===== src/rtl/usb_30_rx_symbol_aligner_pkg.sv =====
// ============================================================================
//  Module      : usb_30_pkg
//  Description : Shared symbol constants and aligner state type for the
//                USB 3.0 RX symbol aligner.
//  Revision    : 1.0 - initial release
// ============================================================================
`default_nettype none

package usb_30_pkg;

    localparam int SYM_W = 10;

    // K28.5 in both running disparities, bit 9 first on the wire
    localparam logic [SYM_W-1:0] K28_5_RDN = 10'b0011111010;
    localparam logic [SYM_W-1:0] K28_5_RDP = 10'b1100000101;

    typedef enum logic [1:0] {
        HUNT   = 2'd0,
        VERIFY = 2'd1,
        LOCKED = 2'd2
    } align_state_e;

    function automatic logic is_comma(input logic [SYM_W-1:0] sym);
        return (sym == K28_5_RDN) || (sym == K28_5_RDP);
    endfunction

endpackage

`default_nettype wire


===== src/rtl/usb_30_sync_fifo.sv =====
// ============================================================================
//  Module      : usb_30_sync_fifo
//  Description : Single-clock FIFO; head is presented from storage so data
//                is visible the cycle after the push.
//  Revision    : 1.0 - initial release
// ============================================================================
`default_nettype none

module usb_30_sync_fifo #(
    parameter int WIDTH = 11,
    parameter int DEPTH = 4
) (
    input  logic             clk,
    input  logic             rst,
    input  logic             i_push,
    input  logic [WIDTH-1:0] i_data,
    input  logic             i_pop,
    output logic [WIDTH-1:0] o_data,
    output logic             o_full,
    output logic             o_empty
);

    localparam int             c_AW   = (DEPTH > 1) ? $clog2(DEPTH) : 1;
    localparam logic [c_AW:0]  c_FULL = (c_AW + 1)'(DEPTH);

    logic [WIDTH-1:0] r_mem [DEPTH];
    logic [c_AW-1:0]  r_wr_ptr;
    logic [c_AW-1:0]  r_rd_ptr;
    logic [c_AW:0]    r_count;
    logic             w_do_push;
    logic             w_do_pop;

    assign o_full    = (r_count == c_FULL);
    assign o_empty   = (r_count == '0);
    assign w_do_pop  = i_pop && !o_empty;
    // a pop frees the slot in the same cycle, so a full FIFO still accepts
    assign w_do_push = i_push && (!o_full || w_do_pop);
    assign o_data    = r_mem[r_rd_ptr];

    always_ff @(posedge clk) begin
        if (rst) begin
            r_wr_ptr <= '0;
            r_rd_ptr <= '0;
            r_count  <= '0;
            for (int i = 0; i < DEPTH; i++) begin
                r_mem[i] <= '0;
            end
        end else begin
            if (w_do_push) begin
                r_mem[r_wr_ptr] <= i_data;
                r_wr_ptr        <= r_wr_ptr + 1'b1;
            end
            if (w_do_pop) begin
                r_rd_ptr <= r_rd_ptr + 1'b1;
            end
            case ({w_do_push, w_do_pop})
                2'b10:   r_count <= r_count + 1'b1;
                2'b01:   r_count <= r_count - 1'b1;
                default: r_count <= r_count;
            endcase
        end
    end

endmodule

`default_nettype wire


===== src/rtl/usb_30_rx_symbol_aligner.sv =====
// ============================================================================
//  Module      : usb_30_rx_symbol_aligner
//  Description : Finds K28.5 commas in the raw PHY word stream, locks to a
//                bit offset and emits aligned symbols through a small FIFO.
//  Revision    : 1.0 - initial release
// ============================================================================
`default_nettype none

module usb_30_rx_symbol_aligner
    import usb_30_pkg::*;
#(
    parameter int LOCK_COUNT    = 3,
    parameter int ERR_LIMIT     = 4,
    parameter int COMMA_TIMEOUT = 1024,
    parameter int FIFO_DEPTH    = 4
) (
    input  logic             clk_phy,
    input  logic             rst_phy,
    input  logic [SYM_W-1:0] in_data,
    input  logic             in_valid,
    output logic [SYM_W-1:0] out_data,
    output logic             out_valid,
    input  logic             out_ready,
    output logic             out_comma,
    output logic             locked,
    output logic [3:0]       align_offset,
    output logic             overflow
);

    localparam int c_CNT_W = $clog2(LOCK_COUNT + 1);
    localparam int c_MIS_W = $clog2(ERR_LIMIT + 1);
    localparam int c_TO_W  = $clog2(COMMA_TIMEOUT + 1);

    logic [SYM_W-1:0]   r_prev_word;
    logic               r_prev_vld;
    align_state_e       r_state;
    align_state_e       w_state_nxt;
    logic [3:0]         r_offset;
    logic [3:0]         w_offset_nxt;
    logic [c_CNT_W-1:0] r_cnt;
    logic [c_CNT_W-1:0] w_cnt_nxt;
    logic [c_MIS_W-1:0] r_mis;
    logic [c_MIS_W-1:0] w_mis_nxt;
    logic [c_TO_W-1:0]  r_to;
    logic [c_TO_W-1:0]  w_to_nxt;
    logic               r_overflow;

    logic [2*SYM_W-1:0] w_window;
    logic [SYM_W-1:0]   w_cand [SYM_W];
    logic [SYM_W-1:0]   w_cand_hit;
    logic               w_acc;
    logic               w_hit;
    logic [3:0]         w_hit_k;
    logic               w_cnt_done;
    logic               w_mis_done;
    logic               w_to_done;
    logic               w_lose;
    logic               w_push;
    logic [SYM_W-1:0]   w_push_sym;
    logic               w_push_comma;
    logic [SYM_W:0]     w_fifo_q;
    logic               w_full;
    logic               w_empty;
    logic               w_pop;

    assign w_window = {r_prev_word, in_data};
    assign w_acc    = in_valid && r_prev_vld;

    generate
        for (genvar k = 0; k < SYM_W; k++) begin : g_cand
            assign w_cand[k]     = w_window[2*SYM_W-1-k -: SYM_W];
            assign w_cand_hit[k] = is_comma(w_cand[k]);
        end
    endgenerate

    // scanning downward leaves the lowest matching offset as the winner
    always_comb begin : p_hit
        w_hit   = 1'b0;
        w_hit_k = '0;
        for (int k = SYM_W - 1; k >= 0; k--) begin
            if (w_cand_hit[k]) begin
                w_hit   = 1'b1;
                w_hit_k = 4'(k);
            end
        end
    end

    // limits are checked before incrementing, so counters never pass them
    assign w_cnt_done = (int'(r_cnt) + 1) >= LOCK_COUNT;
    assign w_mis_done = (int'(r_mis) + 1) >= ERR_LIMIT;
    assign w_to_done  = (int'(r_to) + 1) >= COMMA_TIMEOUT;

    always_comb begin : p_fsm
        w_state_nxt  = r_state;
        w_offset_nxt = r_offset;
        w_cnt_nxt    = r_cnt;
        w_mis_nxt    = r_mis;
        w_to_nxt     = r_to;
        w_push       = 1'b0;
        w_lose       = 1'b0;
        if (w_acc) begin
            unique case (r_state)
                HUNT: begin
                    if (w_hit) begin
                        w_offset_nxt = w_hit_k;
                        w_cnt_nxt    = c_CNT_W'(1);
                        if (LOCK_COUNT == 1) begin
                            w_state_nxt = LOCKED;
                            w_push      = 1'b1;
                        end else begin
                            w_state_nxt = VERIFY;
                        end
                    end
                end
                VERIFY: begin
                    if (w_hit) begin
                        w_to_nxt = '0;
                        if (w_hit_k == r_offset) begin
                            if (w_cnt_done) begin
                                w_state_nxt = LOCKED;
                                w_mis_nxt   = '0;
                                w_push      = 1'b1;
                            end
                            w_cnt_nxt = w_cnt_done ? r_cnt : r_cnt + 1'b1;
                        end else begin
                            w_offset_nxt = w_hit_k;
                            w_cnt_nxt    = c_CNT_W'(1);
                        end
                    end else if (w_to_done) begin
                        w_lose = 1'b1;
                    end else begin
                        w_to_nxt = r_to + 1'b1;
                    end
                end
                LOCKED: begin
                    if (w_hit) begin
                        w_to_nxt = '0;
                        if (w_hit_k == r_offset) begin
                            w_mis_nxt = '0;
                            w_push    = 1'b1;
                        end else if (w_mis_done) begin
                            w_lose = 1'b1;
                        end else begin
                            w_mis_nxt = r_mis + 1'b1;
                            w_push    = 1'b1;
                        end
                    end else if (w_to_done) begin
                        w_lose = 1'b1;
                    end else begin
                        w_to_nxt = r_to + 1'b1;
                        w_push   = 1'b1;
                    end
                end
                default: w_lose = 1'b1;
            endcase
            if (w_lose) begin
                w_state_nxt = HUNT;
                w_cnt_nxt   = '0;
                w_mis_nxt   = '0;
                w_to_nxt    = '0;
                w_push      = 1'b0;
            end
        end
    end

    // the pushed symbol is taken at the offset in force after this word
    always_comb begin : p_sym
        w_push_sym   = '0;
        w_push_comma = 1'b0;
        for (int k = 0; k < SYM_W; k++) begin
            if (w_offset_nxt == 4'(k)) begin
                w_push_sym   = w_cand[k];
                w_push_comma = w_cand_hit[k];
            end
        end
    end

    assign w_pop = out_ready && !w_empty;

    always_ff @(posedge clk_phy) begin
        if (rst_phy) begin
            r_prev_word <= '0;
            r_prev_vld  <= 1'b0;
            r_state     <= HUNT;
            r_offset    <= '0;
            r_cnt       <= '0;
            r_mis       <= '0;
            r_to        <= '0;
            r_overflow  <= 1'b0;
        end else begin
            if (in_valid) begin
                r_prev_word <= in_data;
                r_prev_vld  <= 1'b1;
            end
            r_state  <= w_state_nxt;
            r_offset <= w_offset_nxt;
            r_cnt    <= w_cnt_nxt;
            r_mis    <= w_mis_nxt;
            r_to     <= w_to_nxt;
            if (w_push && w_full && !w_pop) begin
                r_overflow <= 1'b1;
            end
        end
    end

    usb_30_sync_fifo #(
        .WIDTH (SYM_W + 1),
        .DEPTH (FIFO_DEPTH)
    ) u_fifo (
        .clk     (clk_phy),
        .rst     (rst_phy),
        .i_push  (w_push),
        .i_data  ({w_push_comma, w_push_sym}),
        .i_pop   (w_pop),
        .o_data  (w_fifo_q),
        .o_full  (w_full),
        .o_empty (w_empty)
    );

    assign out_valid    = !w_empty;
    assign out_data     = w_fifo_q[SYM_W-1:0];
    assign out_comma    = w_fifo_q[SYM_W];
    assign locked       = (r_state == LOCKED);
    assign align_offset = r_offset;
    assign overflow     = r_overflow;

endmodule

`default_nettype wire


===== config.mk =====
export PLATFORM = sky130hd
export DESIGN_NAME = usb_30_rx_symbol_aligner
export DESIGN_NICKNAME = d
export VERILOG_FILES = /design/src/rtl/usb_30_rx_symbol_aligner_pkg.sv /design/src/rtl/usb_30_sync_fifo.sv /design/src/rtl/usb_30_rx_symbol_aligner.sv
export SDC_FILE = /design/constraint.sdc
export NUM_CORES = 1
export LEC_CHECK = 0
export CAP_MARGIN = 20
export CORE_ASPECT_RATIO = 0.7
export CORE_MARGIN = 2
export CORE_UTILIZATION = 41
export CTS_CLUSTER_SIZE = 20
export DETAILED_ROUTE_END_ITERATION = 8
export PLACE_DENSITY = 0.7
export SYNTH_ARGS = -nofsm -noshare
export SYNTH_HDL_FRONTEND = slang
export SYNTH_SLANG_ARGS = --single-unit

===== constraint.sdc =====
create_clock -name clk_phy -period 5.9 [get_ports clk_phy]
set_input_delay 0.59 -clock clk_phy [delete_from_list [all_inputs] [get_ports clk_phy]]
set_output_delay 0.59 -clock clk_phy [all_outputs]
set_load 0.03 [all_outputs]

==> metrics.txt <==
startpoint types input port; Synth Area per Inst 8.874 sq um; setup TNS 0 ns; worst-case reg-to-reg path depth 11; average wire per standard cell 18.89 um; setup repair bufs after CTS 0; slew margin rel. 0.4168; RSZ-0062 raised after global routing no; I/O Buffers 31; routing usage on met2 0.3520; Iteration-0 DRC Markers 681; arrival time at the worst endpoint 5.03 ns; min Tclk post-route 5.051 ns; Final Instance Area 6371 sq um; FFs w/ async S/R, synth 0; global-route wire length before repair 25.68 mm; WL final 15.80 mm; Setup CP Type input port to flop; clk buf depth 2; final hold slack 0.4770 ns; most common library cells after synthesis nor2_1 (114), nand2_1 (49), edfxtp_1 (44); Post-synth top flop edfxtp_1; largest net degree at the start of global routing 37; final RePlAce weighted congestion 0.9742; via-per-instance ratio 6.078; Critical R2R Launch r_prev_word[0]; r2r endpoint u_fifo.r_mem[1][9]; Fill cells 1,256; FMAX 198.0 MHz; top cells by area, synth edfxtp_1 (23%), dfxtp_1 (15%), nor2_1 (7.6%), mux2i_1 (4.6%), mux4_2 (4.4%); post-synth top area share 0.2341; grt met1 use 0.3225; Hold EP r_to[1]; area occupied by multi-input gates 3179 sq um; period utilization 0.8561; top-count cell post-synth nor2_1; Register Area 2182 sq um; total global routing overflow 0; Initial Util 0.4240; hold path start r_to[1]; residual DRC count 0; DP Wirelength 11.18 mm; Root Driver clkbuf_16; PnR Total Power 1.388 mW; post-synth top area cell edfxtp_1; Yosys reg bits 87; number of max-cap violations 0; hold path depth 2; Final setup viols 0; worst path required time 5.88 ns; CTS Buf Count 9; number of diodes 0; dpl cells 820; GRT Resource Usage Total 0.2240; met3 Resource Use GR 0.04452; Worst-Skew Late Latency 0.34 ns; EDFF count, synth 44; critical path endpoint category flop; routed via count 5,081; Synth warnings 0; Finished Layout Cells 836; peak supply drop 0.0001654 V; Reg2Reg Setup Slack 1.21 ns; Hold Violations, Final 0; std cell rows 35; post-synthesis sequential area ratio 0.3866; Slew Viols, Final 0; post-synthesis cell area 5644 sq um; CTS H-tree lvls 3; antenna-violating nets left 0; IO Pins 32; worst slew pin tran 0.8689 ns; overall die area 14,740 sq um; DRT Pass-1 Iters 9; Clock Pin Slew Worst Setup and Hold Paths 0.07 ns; Net Count, Synth 659; area post-placement 6076 sq um; Netlist cell types 77; number of global-route vias before repair 4,850; Tightest Hold Check Type flop to flop; Worst Path Max Fanout 17; Final Skew 0.008232 ns; status finished clean; layout cells sized above 1 0.09677; CTS tree done; die width 144.2 um; Leakage 2.201 nW; clk sink count 87; Resize count post-CTS 0; Gate Count Post-Synth 636; initial antenna violation count 0; Pwr Density 217.8 nW/um^2; cts hold-fix bufs 0; Core Area 13,310 sq um; busiest grt layer met2; Final #Nets 669; Syn-to-layout area delta 12.88%; Die Span Y 102.2 um
-- worst max-delay path, cell delays in order --
cell and delay, ns:
clkdlybuf4s50_1 0.89, or4b_2 0.64, nor3_1 0.18, a31o_2 0.18
nor4_1 0.08, a21oi_1 0.20, xnor2_1 0.22, o211ai_4 0.17
o31a_1 0.41, or4_4 0.67, or3_1 0.38, nand2_1 0.41
-- how the worst max path moves through the flow --
stage / from / end / slack (ns) / cells past startpoint
floorplan: in_data[9] / u_fifo.r_mem[0][0] / 1.53 / 15
global route: in_data[7] / u_fifo.r_mem[1][10] / 0.59 / 12
CTS: in_data[7] / u_fifo.r_mem[1][9] / 0.88 / 12
global placement: in_data[7] / u_fifo.r_mem[0][0] / 0.70 / 12
detailed placement: in_data[7] / u_fifo.r_mem[1][4] / 0.52 / 12
finish: in_data[8] / u_fifo.r_mem[1][9] / 0.85 / 12
-- layout by cell type (no fill, tap or decap), drive strengths merged, types with 4 or more instances in the layout --
master / count
nor4bb: 4
o21ai: 36
nand2b: 6
clkbuf: 9
dfxtp: 43
nor2: 115
clkdlybuf4s50: 31
or4: 8
and2: 12
o2bb2ai: 4
nor3: 20
or3: 6
nand3: 20
xor2: 7
inv: 14
edfxtp: 44
nor2b: 6
a32oi: 4
nand4: 12
xnor2: 7
mux2i: 26
buf: 18
o31ai: 4
nand2: 50
a21oi: 31
nand4b: 7
mux4: 11
a2bb2oi: 5
nor4: 8
o22ai: 5
a21o: 5
or4b: 4
ha: 8
-- final cells by class --
cell class	instances	area share
Clock buffer	9	0.03535
Clock inverter	7	0.01100
Inverter	10	0.005892
Multi-Input combinational cell	489	0.4990
Sequential cell	87	0.3425
Tap cell	185	0.03633
Timing Repair Buffer	49	0.06991
-- kinds of logic (layout without fill, tap and decap cells) --
group,after synthesis,count (layout),share of synthesized area
AOI/OAI and AO/OA,133,133,0.1636
xor gates and xnor gates,14,14,0.02173
adders and majority gates,9,9,0.02128
buffers and inverters,60,75,0.05010
DFF,87,87,0.3866
muxes,40,40,0.09599
and+or+nand+nor,293,293,0.2607
-- flip-flops by register name, indices dropped and copies added (netlist names), named ones only --
| signal | flops |
|---|---|
| align_offset | 4 |
| u_fifo.r_mem | 44 |
| u_fifo.r_wr_ptr | 2 |
| r_mis | 3 |
| r_prev_vld | 1 |
| r_to | 11 |
| r_state | 2 |
| r_prev_word | 10 |
| u_fifo.r_rd_ptr | 2 |
| u_fifo.r_count | 3 |
| overflow | 1 |
| r_cnt | 2 |
-- metal layers --
metal / vias to the layer above / part of all wire
met5: - / 0
met4: 0 / 0.017
met3: 32 / 0.081
met2: 239 / 0.45
met1: 2431 / 0.46
li1: 2379 / -
-- report_power, final --
group | internal [mW] | switching (mW) | total (mW)
registers | 0.652 | 0.0251 | 0.677
logic | 0.0591 | 0.0787 | 0.138
clock network | 0.298 | 0.275 | 0.573
total | 1.01 | 0.379 | 1.39
-- per-stage QoR --
step	utilization	setup WS, ns
finish	0.4786	0.8493
CTS	0.4786	0.8801
global placement	0.4564	0.7030
detailed placement	0.4564	0.5216
global route	0.4786	0.5937
floorplan	-	1.526
Power figures use the tool's default switching activity.
